[config.mk]
export PLATFORM = sky130hd
export DESIGN_NAME = expr_eval_ctrl_flat
export DESIGN_NICKNAME = d
export VERILOG_FILES = /design/src/rtl/expr_eval_ctrl_if.sv /design/src/rtl/expr_eval_ctrl.sv /design/src/flat_wrapper.sv
export SDC_FILE = /design/constraint.sdc
export NUM_CORES = 1
export LEC_CHECK = 0
export CAP_MARGIN = 40
export CORE_UTILIZATION = 45
export DETAILED_ROUTE_END_ITERATION = 6
export GPL_TIMING_DRIVEN = 0
export SYNTH_ARGS = -nofsm -noshare
export SYNTH_HDL_FRONTEND = slang
export SYNTH_SLANG_ARGS = --single-unit
[constraint.sdc]
create_clock -name clk -period 4.8 [get_ports clk]
set_input_delay 0.96 -clock clk [delete_from_list [all_inputs] [get_ports clk]]
set_output_delay 0.96 -clock clk [all_outputs]
set_load 0.03 [all_outputs]
[src/rtl/expr_eval_ctrl_if.sv]
// Handshake bundle between the character source, the evaluator and the result consumer.
interface expr_eval_ctrl_if #(
  parameter int W = 16
);
  logic         in_valid;
  logic [7:0]   in_char;
  logic         in_ready;
  logic         res_valid;
  logic [W-1:0] res_value;
  logic         res_err;
  logic         res_ready;

  // Source / consumer side
  modport master (
    output in_valid, in_char, res_ready,
    input  in_ready, res_valid, res_value, res_err
  );

  // Evaluator side
  modport slave (
    input  in_valid, in_char, res_ready,
    output in_ready, res_valid, res_value, res_err
  );
endinterface

[src/rtl/expr_eval_ctrl.sv]
// Streaming evaluator for single-digit expressions: digit ((+|*) digit)* '='.
// '*' binds tighter than '+'; all arithmetic wraps modulo 2^W.
//
// state   | meaning
// --------+--------------------------------------------------------
// S_START | waiting for the first digit of a new expression
// S_OP    | digit seen, expecting '+', '*' or '='
// S_DIG   | operator seen, expecting a digit
// S_ERR   | malformed or too long, discarding until '='
// S_RES   | result presented, waiting for res_ready (input stalled)
module expr_eval_ctrl #(
  parameter int W       = 16,
  parameter int MAX_LEN = 32
) (
  input  logic              clk,
  input  logic              clr,
  expr_eval_ctrl_if.slave   bus
);
  localparam int LW = $clog2(MAX_LEN + 1);
  localparam logic [LW-1:0] LEN_MAX = LW'(MAX_LEN);
  localparam logic [7:0] CH_0    = 8'h30;
  localparam logic [7:0] CH_9    = 8'h39;
  localparam logic [7:0] CH_PLUS = 8'h2B;
  localparam logic [7:0] CH_MUL  = 8'h2A;
  localparam logic [7:0] CH_EQ   = 8'h3D;

  typedef enum logic [2:0] {S_START, S_OP, S_DIG, S_ERR, S_RES} state_t;

  state_t        r_state, w_state_nxt;
  logic [W-1:0]  r_sum, r_term, r_res_value;
  logic [W-1:0]  w_sum_nxt, w_term_nxt, w_res_value_nxt;
  logic          r_pend_mul, r_res_err, w_pend_mul_nxt, w_res_err_nxt;
  logic [LW-1:0] r_len, w_len_nxt;

  logic          w_accept, w_is_dig, w_is_eq, w_is_plus, w_is_mul, w_len_over;
  logic [7:0]    w_char_off;
  logic [W-1:0]  w_digit, w_prod;

  assign w_accept   = bus.in_valid && (r_state != S_RES);
  assign w_is_dig   = (bus.in_char >= CH_0) && (bus.in_char <= CH_9);
  assign w_is_eq    = (bus.in_char == CH_EQ);
  assign w_is_plus  = (bus.in_char == CH_PLUS);
  assign w_is_mul   = (bus.in_char == CH_MUL);
  assign w_char_off = bus.in_char - CH_0;
  assign w_digit    = W'(w_char_off[3:0]);
  assign w_prod     = r_term * w_digit;
  // A non-terminator arriving when len is already at the limit overflows the expression.
  assign w_len_over = !w_is_eq && (r_len == LEN_MAX);

  assign bus.in_ready  = (r_state != S_RES);
  assign bus.res_valid = (r_state == S_RES);
  assign bus.res_value = r_res_value;
  assign bus.res_err   = r_res_err;

  // Next-state and datapath updates for each accepted character or result release.
  always_comb begin
    w_state_nxt     = r_state;
    w_sum_nxt       = r_sum;
    w_term_nxt      = r_term;
    w_pend_mul_nxt  = r_pend_mul;
    w_len_nxt       = r_len;
    w_res_value_nxt = r_res_value;
    w_res_err_nxt   = r_res_err;

    if (w_accept) begin
      if (!w_is_eq && !w_len_over) begin
        w_len_nxt = r_len + LW'(1);
      end
      if (w_len_over) begin
        w_state_nxt = S_ERR;
      end else begin
        case (r_state)
          S_START: begin
            if (w_is_dig) begin
              w_term_nxt     = w_digit;
              w_sum_nxt      = '0;
              w_pend_mul_nxt = 1'b0;
              w_state_nxt    = S_OP;
            end else if (w_is_eq) begin
              w_res_value_nxt = '0;
              w_res_err_nxt   = 1'b1;
              w_state_nxt     = S_RES;
            end else begin
              w_state_nxt = S_ERR;
            end
          end
          S_OP: begin
            if (w_is_plus) begin
              w_sum_nxt      = r_sum + r_term;
              w_pend_mul_nxt = 1'b0;
              w_state_nxt    = S_DIG;
            end else if (w_is_mul) begin
              w_pend_mul_nxt = 1'b1;
              w_state_nxt    = S_DIG;
            end else if (w_is_eq) begin
              w_res_value_nxt = r_sum + r_term;
              w_res_err_nxt   = 1'b0;
              w_state_nxt     = S_RES;
            end else begin
              w_state_nxt = S_ERR;
            end
          end
          S_DIG: begin
            if (w_is_dig) begin
              w_term_nxt  = r_pend_mul ? w_prod : w_digit;
              w_state_nxt = S_OP;
            end else if (w_is_eq) begin
              w_res_value_nxt = '0;
              w_res_err_nxt   = 1'b1;
              w_state_nxt     = S_RES;
            end else begin
              w_state_nxt = S_ERR;
            end
          end
          S_ERR: begin
            if (w_is_eq) begin
              w_res_value_nxt = '0;
              w_res_err_nxt   = 1'b1;
              w_state_nxt     = S_RES;
            end
          end
          default: ;
        endcase
      end
    end else if ((r_state == S_RES) && bus.res_ready) begin
      w_state_nxt    = S_START;
      w_sum_nxt      = '0;
      w_term_nxt     = '0;
      w_pend_mul_nxt = 1'b0;
      w_len_nxt      = '0;
    end
  end

  // State register.
  always_ff @(posedge clk) begin
    if (clr) r_state <= S_START;
    else     r_state <= w_state_nxt;
  end

  // Accumulators, length counter and held result.
  always_ff @(posedge clk) begin
    if (clr) begin
      r_sum       <= '0;
      r_term      <= '0;
      r_pend_mul  <= 1'b0;
      r_len       <= '0;
      r_res_value <= '0;
      r_res_err   <= 1'b0;
    end else begin
      r_sum       <= w_sum_nxt;
      r_term      <= w_term_nxt;
      r_pend_mul  <= w_pend_mul_nxt;
      r_len       <= w_len_nxt;
      r_res_value <= w_res_value_nxt;
      r_res_err   <= w_res_err_nxt;
    end
  end
endmodule

[src/flat_wrapper.sv]
// flat-port wrapper written by rule: the top's interface ports become plain ports
module expr_eval_ctrl_flat 
#(
  parameter int W       = 16,
  parameter int MAX_LEN = 32
)
  (clk, clr, bus_in_valid, bus_in_char, bus_res_ready, bus_in_ready, bus_res_valid, bus_res_value, bus_res_err);
  expr_eval_ctrl_if #(.W(W)) bus_i ();
  input  logic clk;
  input  logic clr;
  input wire logic [$bits(bus_i.in_valid)-1:0] bus_in_valid;
  input wire logic [$bits(bus_i.in_char)-1:0] bus_in_char;
  input wire logic [$bits(bus_i.res_ready)-1:0] bus_res_ready;
  output wire logic [$bits(bus_i.in_ready)-1:0] bus_in_ready;
  output wire logic [$bits(bus_i.res_valid)-1:0] bus_res_valid;
  output wire logic [$bits(bus_i.res_value)-1:0] bus_res_value;
  output wire logic [$bits(bus_i.res_err)-1:0] bus_res_err;
  assign bus_i.in_valid = bus_in_valid;
  assign bus_i.in_char = bus_in_char;
  assign bus_i.res_ready = bus_res_ready;
  assign bus_in_ready = bus_i.in_ready;
  assign bus_res_valid = bus_i.res_valid;
  assign bus_res_value = bus_i.res_value;
  assign bus_res_err = bus_i.res_err;
  expr_eval_ctrl #(.W(W), .MAX_LEN(MAX_LEN)) u_core (.clk(clk), .clr(clr), .bus(bus_i));
endmodule
==> flow_metrics.py <==
metrics = {
    "timing": {
        "timing.hold.ws_ns": 0.466,
        "worst-slew-pin-transition_ns": 0.868,
        "slew_viol_final": 0,
        "relSlewSlack_pct": 41.6,
        "setup_viol": 0,
        "period_needed_ns": 4.52,
        "finClkSkew_ns": 0.00822,
        "hold_viol": 0,
        "rsz0062_at_grt": "false",
        "fmax_ghz": 0.221,
        "fin_crit_sh_pct": 94.3,
    },
    "cts": {
        "clockBufferDepth": 2,
        "clk_pin_slew_ns": 0.07,
        "cts_sinks": 59,
        "insertion_delay_ns": 0.34,
        "cts_tree": "done",
        "htreeDepth": 3,
        "cts_hold_buf": 0,
        "cts_setup_buffers": 0,
        "numCtsBuffers": 9,
        "clk_root_buffer_cell": "clkbuf_8",
    },
    "synth": {
        "async_flop_share_pct": 0,
        "synthDistinctLibCells": 61,
        "synth_nets": 652,
        "avgSynthCellArea_um2": 8.38,
        "syn_inst": 581,
        "synth_flop_cell": "dfxtp_1",
        "synth-edff-count": 0,
        "synth.cell_area_um2": 4870,
        "synth_seq_cells": 59,
        "seq_area_frac_synth_pct": 24.2,
        "yosys_warnings": 0,
    },
    "cells_and_area": {
        "multi_input_area_um2": 3380,
        "area_growth_pct": 12.0,
        "final_cells": 756,
        "layout_commonest_cell": "dfxtp_1",
        "fillers": 1027,
        "layout-drive-gt1-share_pct": 5.81,
        "diodes": 0,
        "fin_util_pct": 52.4,
        "final_cell_mix": "59 x dfxtp_1, 56 x nand2_1, 55 x inv_1",
        "seqCellArea_um2": 1180,
        "nets": 687,
    },
    "floorplanning": {
        "initial_core_util_pct": 46.8,
        "die_y_um": 106,
        "core-area_um2": 10400,
        "die-area_um2": 11200,
        "boundaryPins": 31,
        "fp.dieW_um": 106,
        "floorplan.rows": 37,
    },
    "power": {
        "p_leak_nw": 2.37,
        "p_per_area_nw_per_um2": 176,
        "peakVddDrop_mv": 0.165,
        "power.total_uw": 960,
    },
    "worst_setup_path": {
        "crit_arrival_ns": 4.76,
        "startpoint_type": "input port",
        "worstSetupEndpointType": "flip-flop",
        "cp_max_fo": 10,
        "path_class": "input port to flip-flop",
        "required_ns": 5.04,
    },
    "job": {
        "maxCapViolCount": 0,
    },
    "global_route": {
        "grt_max_degree": 11,
        "grt_overflow_total": 0,
        "grt_pass1_vias": 4204,
        "grt_usage_pct": 23.5,
        "grt_pass1_wl_um": 20700,
        "antenna_found_initial": 0,
    },
    "placed_design": {
        "io_buffers": 25,
        "place.gp.congestion": 0.866,
        "placedCellCount": 742,
        "hpwl_um": 9510,
    },
    "worst_hold_path": {
        "min_path_type": "flip-flop to flip-flop",
    },
    "drt": {
        "drcViolationCount": 0,
        "totalWireLength_um": 12300,
        "route.detailed.wl_per_inst_um": 16.3,
        "ant_nets": 0,
        "vias": 4286,
        "dr.pass1.iters": 4,
        "via_per_inst": 5.67,
        "drt_iter0_markers": 254,
    },
    "run_status": {
        "outcome": "finished, final reports clean",
    },
}
[cell type report]
cell class	instances	share of cell area (%)
multi-input combinational	443	62.0
sequential	59	21.6
timing repair buffer	25	4.59
inverter	55	3.78
tap	136	3.12
clock buffer	10	2.52
buffer	23	1.83
clock inverter	5	0.550
[flip-flops by register name (all words and copies together), names as in the netlist]
signal	cells
u_core.bus.res_err	1
u_core.bus.res_value	16
u_core.r_len	6
u_core.r_pend_mul	1
u_core.r_state	3
u_core.r_sum	16
u_core.r_term	16
[critical path, stage by stage]
cell and delay [ns]:
buf_2 0.18, clkbuf_1 0.42, nand2_1 0.13, fa_1 0.48
fa_1 0.54, inv_1 0.07, fa_1 0.48, a211oi_1 0.37
o21ai_0 0.16, a31oi_1 0.38, o21ai_0 0.20, xor2_1 0.17
a32o_1 0.21
[path summary, 6_finish.rpt]
check | from | end | slack (ns) | cells past startpoint
hold / removal | u_core.bus.res_err | u_core.bus.res_err | 0.47 | 2
setup reg to reg | u_core.r_term[1] | u_core.r_term[14] | 1.00 | 11
setup / recovery | bus_in_char[1] | u_core.r_term[14] | 0.28 | 13
hold reg to reg | u_core.bus.res_err | u_core.bus.res_err | 0.47 | 2
[metal layers]
| metal | wire, um | GRT usage [%] | up-vias |
|---|---|---|---|
| met2 | 5700 | 38.6 | 80 |
| met3 | 527 | 3.62 | 19 |
| li1 | - | - | 2114 |
| met4 | 199 | 7.84 | 0 |
| met5 | 0 | 0 | - |
| met1 | 5920 | 31.6 | 2073 |
[through the flow]
step	TNS, ns	setup WS (ns)	cell area [um^2]
final	0	0.275	5460
after global placement	-1.34	-0.428	5290
after floorplan	0	0.430	4870
after CTS	0	0.106	5460
after detailed placement	-1.17	-0.377	5290
after global routing	0	0.0458	5460
[logic make-up (layout without fill, tap and decap cells)]
logic type               count (synthesis)  after routing  synth area share, %
AND/OR/NAND/NOR                        191            191                 20.4
multiplexers                             3              3                0.617
flip-flops                              59             59                 24.2
buffers and inverters                   79            118                 6.32
AO/OA/AOI/OAI                          160            160                 23.6
adder cells (fa/ha/maj)                 59             59                 19.2
XOR/XNOR                                30             30                 5.68
[cells in the mapped netlist, drive strengths merged, types with 2 or more instances]
cell type	count	area (um^2)
nand3	10	50.1
or3b	2	17.5
nor4	3	25.0
nor4b	2	23.8
a21oi	29	149
inv	55	206
a22o	18	158
nor3	6	30.0
a22oi	16	120
mux2i	3	30.0
nand2b	6	45.0
nand4	4	25.0
and2	39	244
a41oi	2	17.5
clkbuf	15	56.3
a31oi	6	37.5
and3	3	18.8
a211oi	13	97.6
o21a	6	45.0
a21o	13	97.6
o21bai	3	22.5
a211o	6	52.6
buf	9	45.0
o2111ai	2	17.5
fa	26	521
ha	33	413
xor2	16	140
nor2	44	173
o21ai	26	130
dfxtp	59	1180
nand2	56	210
o211ai	3	22.5
xnor2	13	114
a32oi	2	17.5
or3	6	37.5
a32o	7	70.1
[report_power, final]
part	internal, mW	leakage, nW	switching [mW]
sequential	0.492	0.476	0.00269
combinational	0.0196	1.81	0.0434
clock	0.195	0.0839	0.208
total	0.707	2.37	0.254
[repair_timing]
action / CTS / global route
pin swaps: 0 / 0
setup endpoints to repair: 1 / 2
resized for setup: 1 / 2
(Power assumes the default switching activity.)
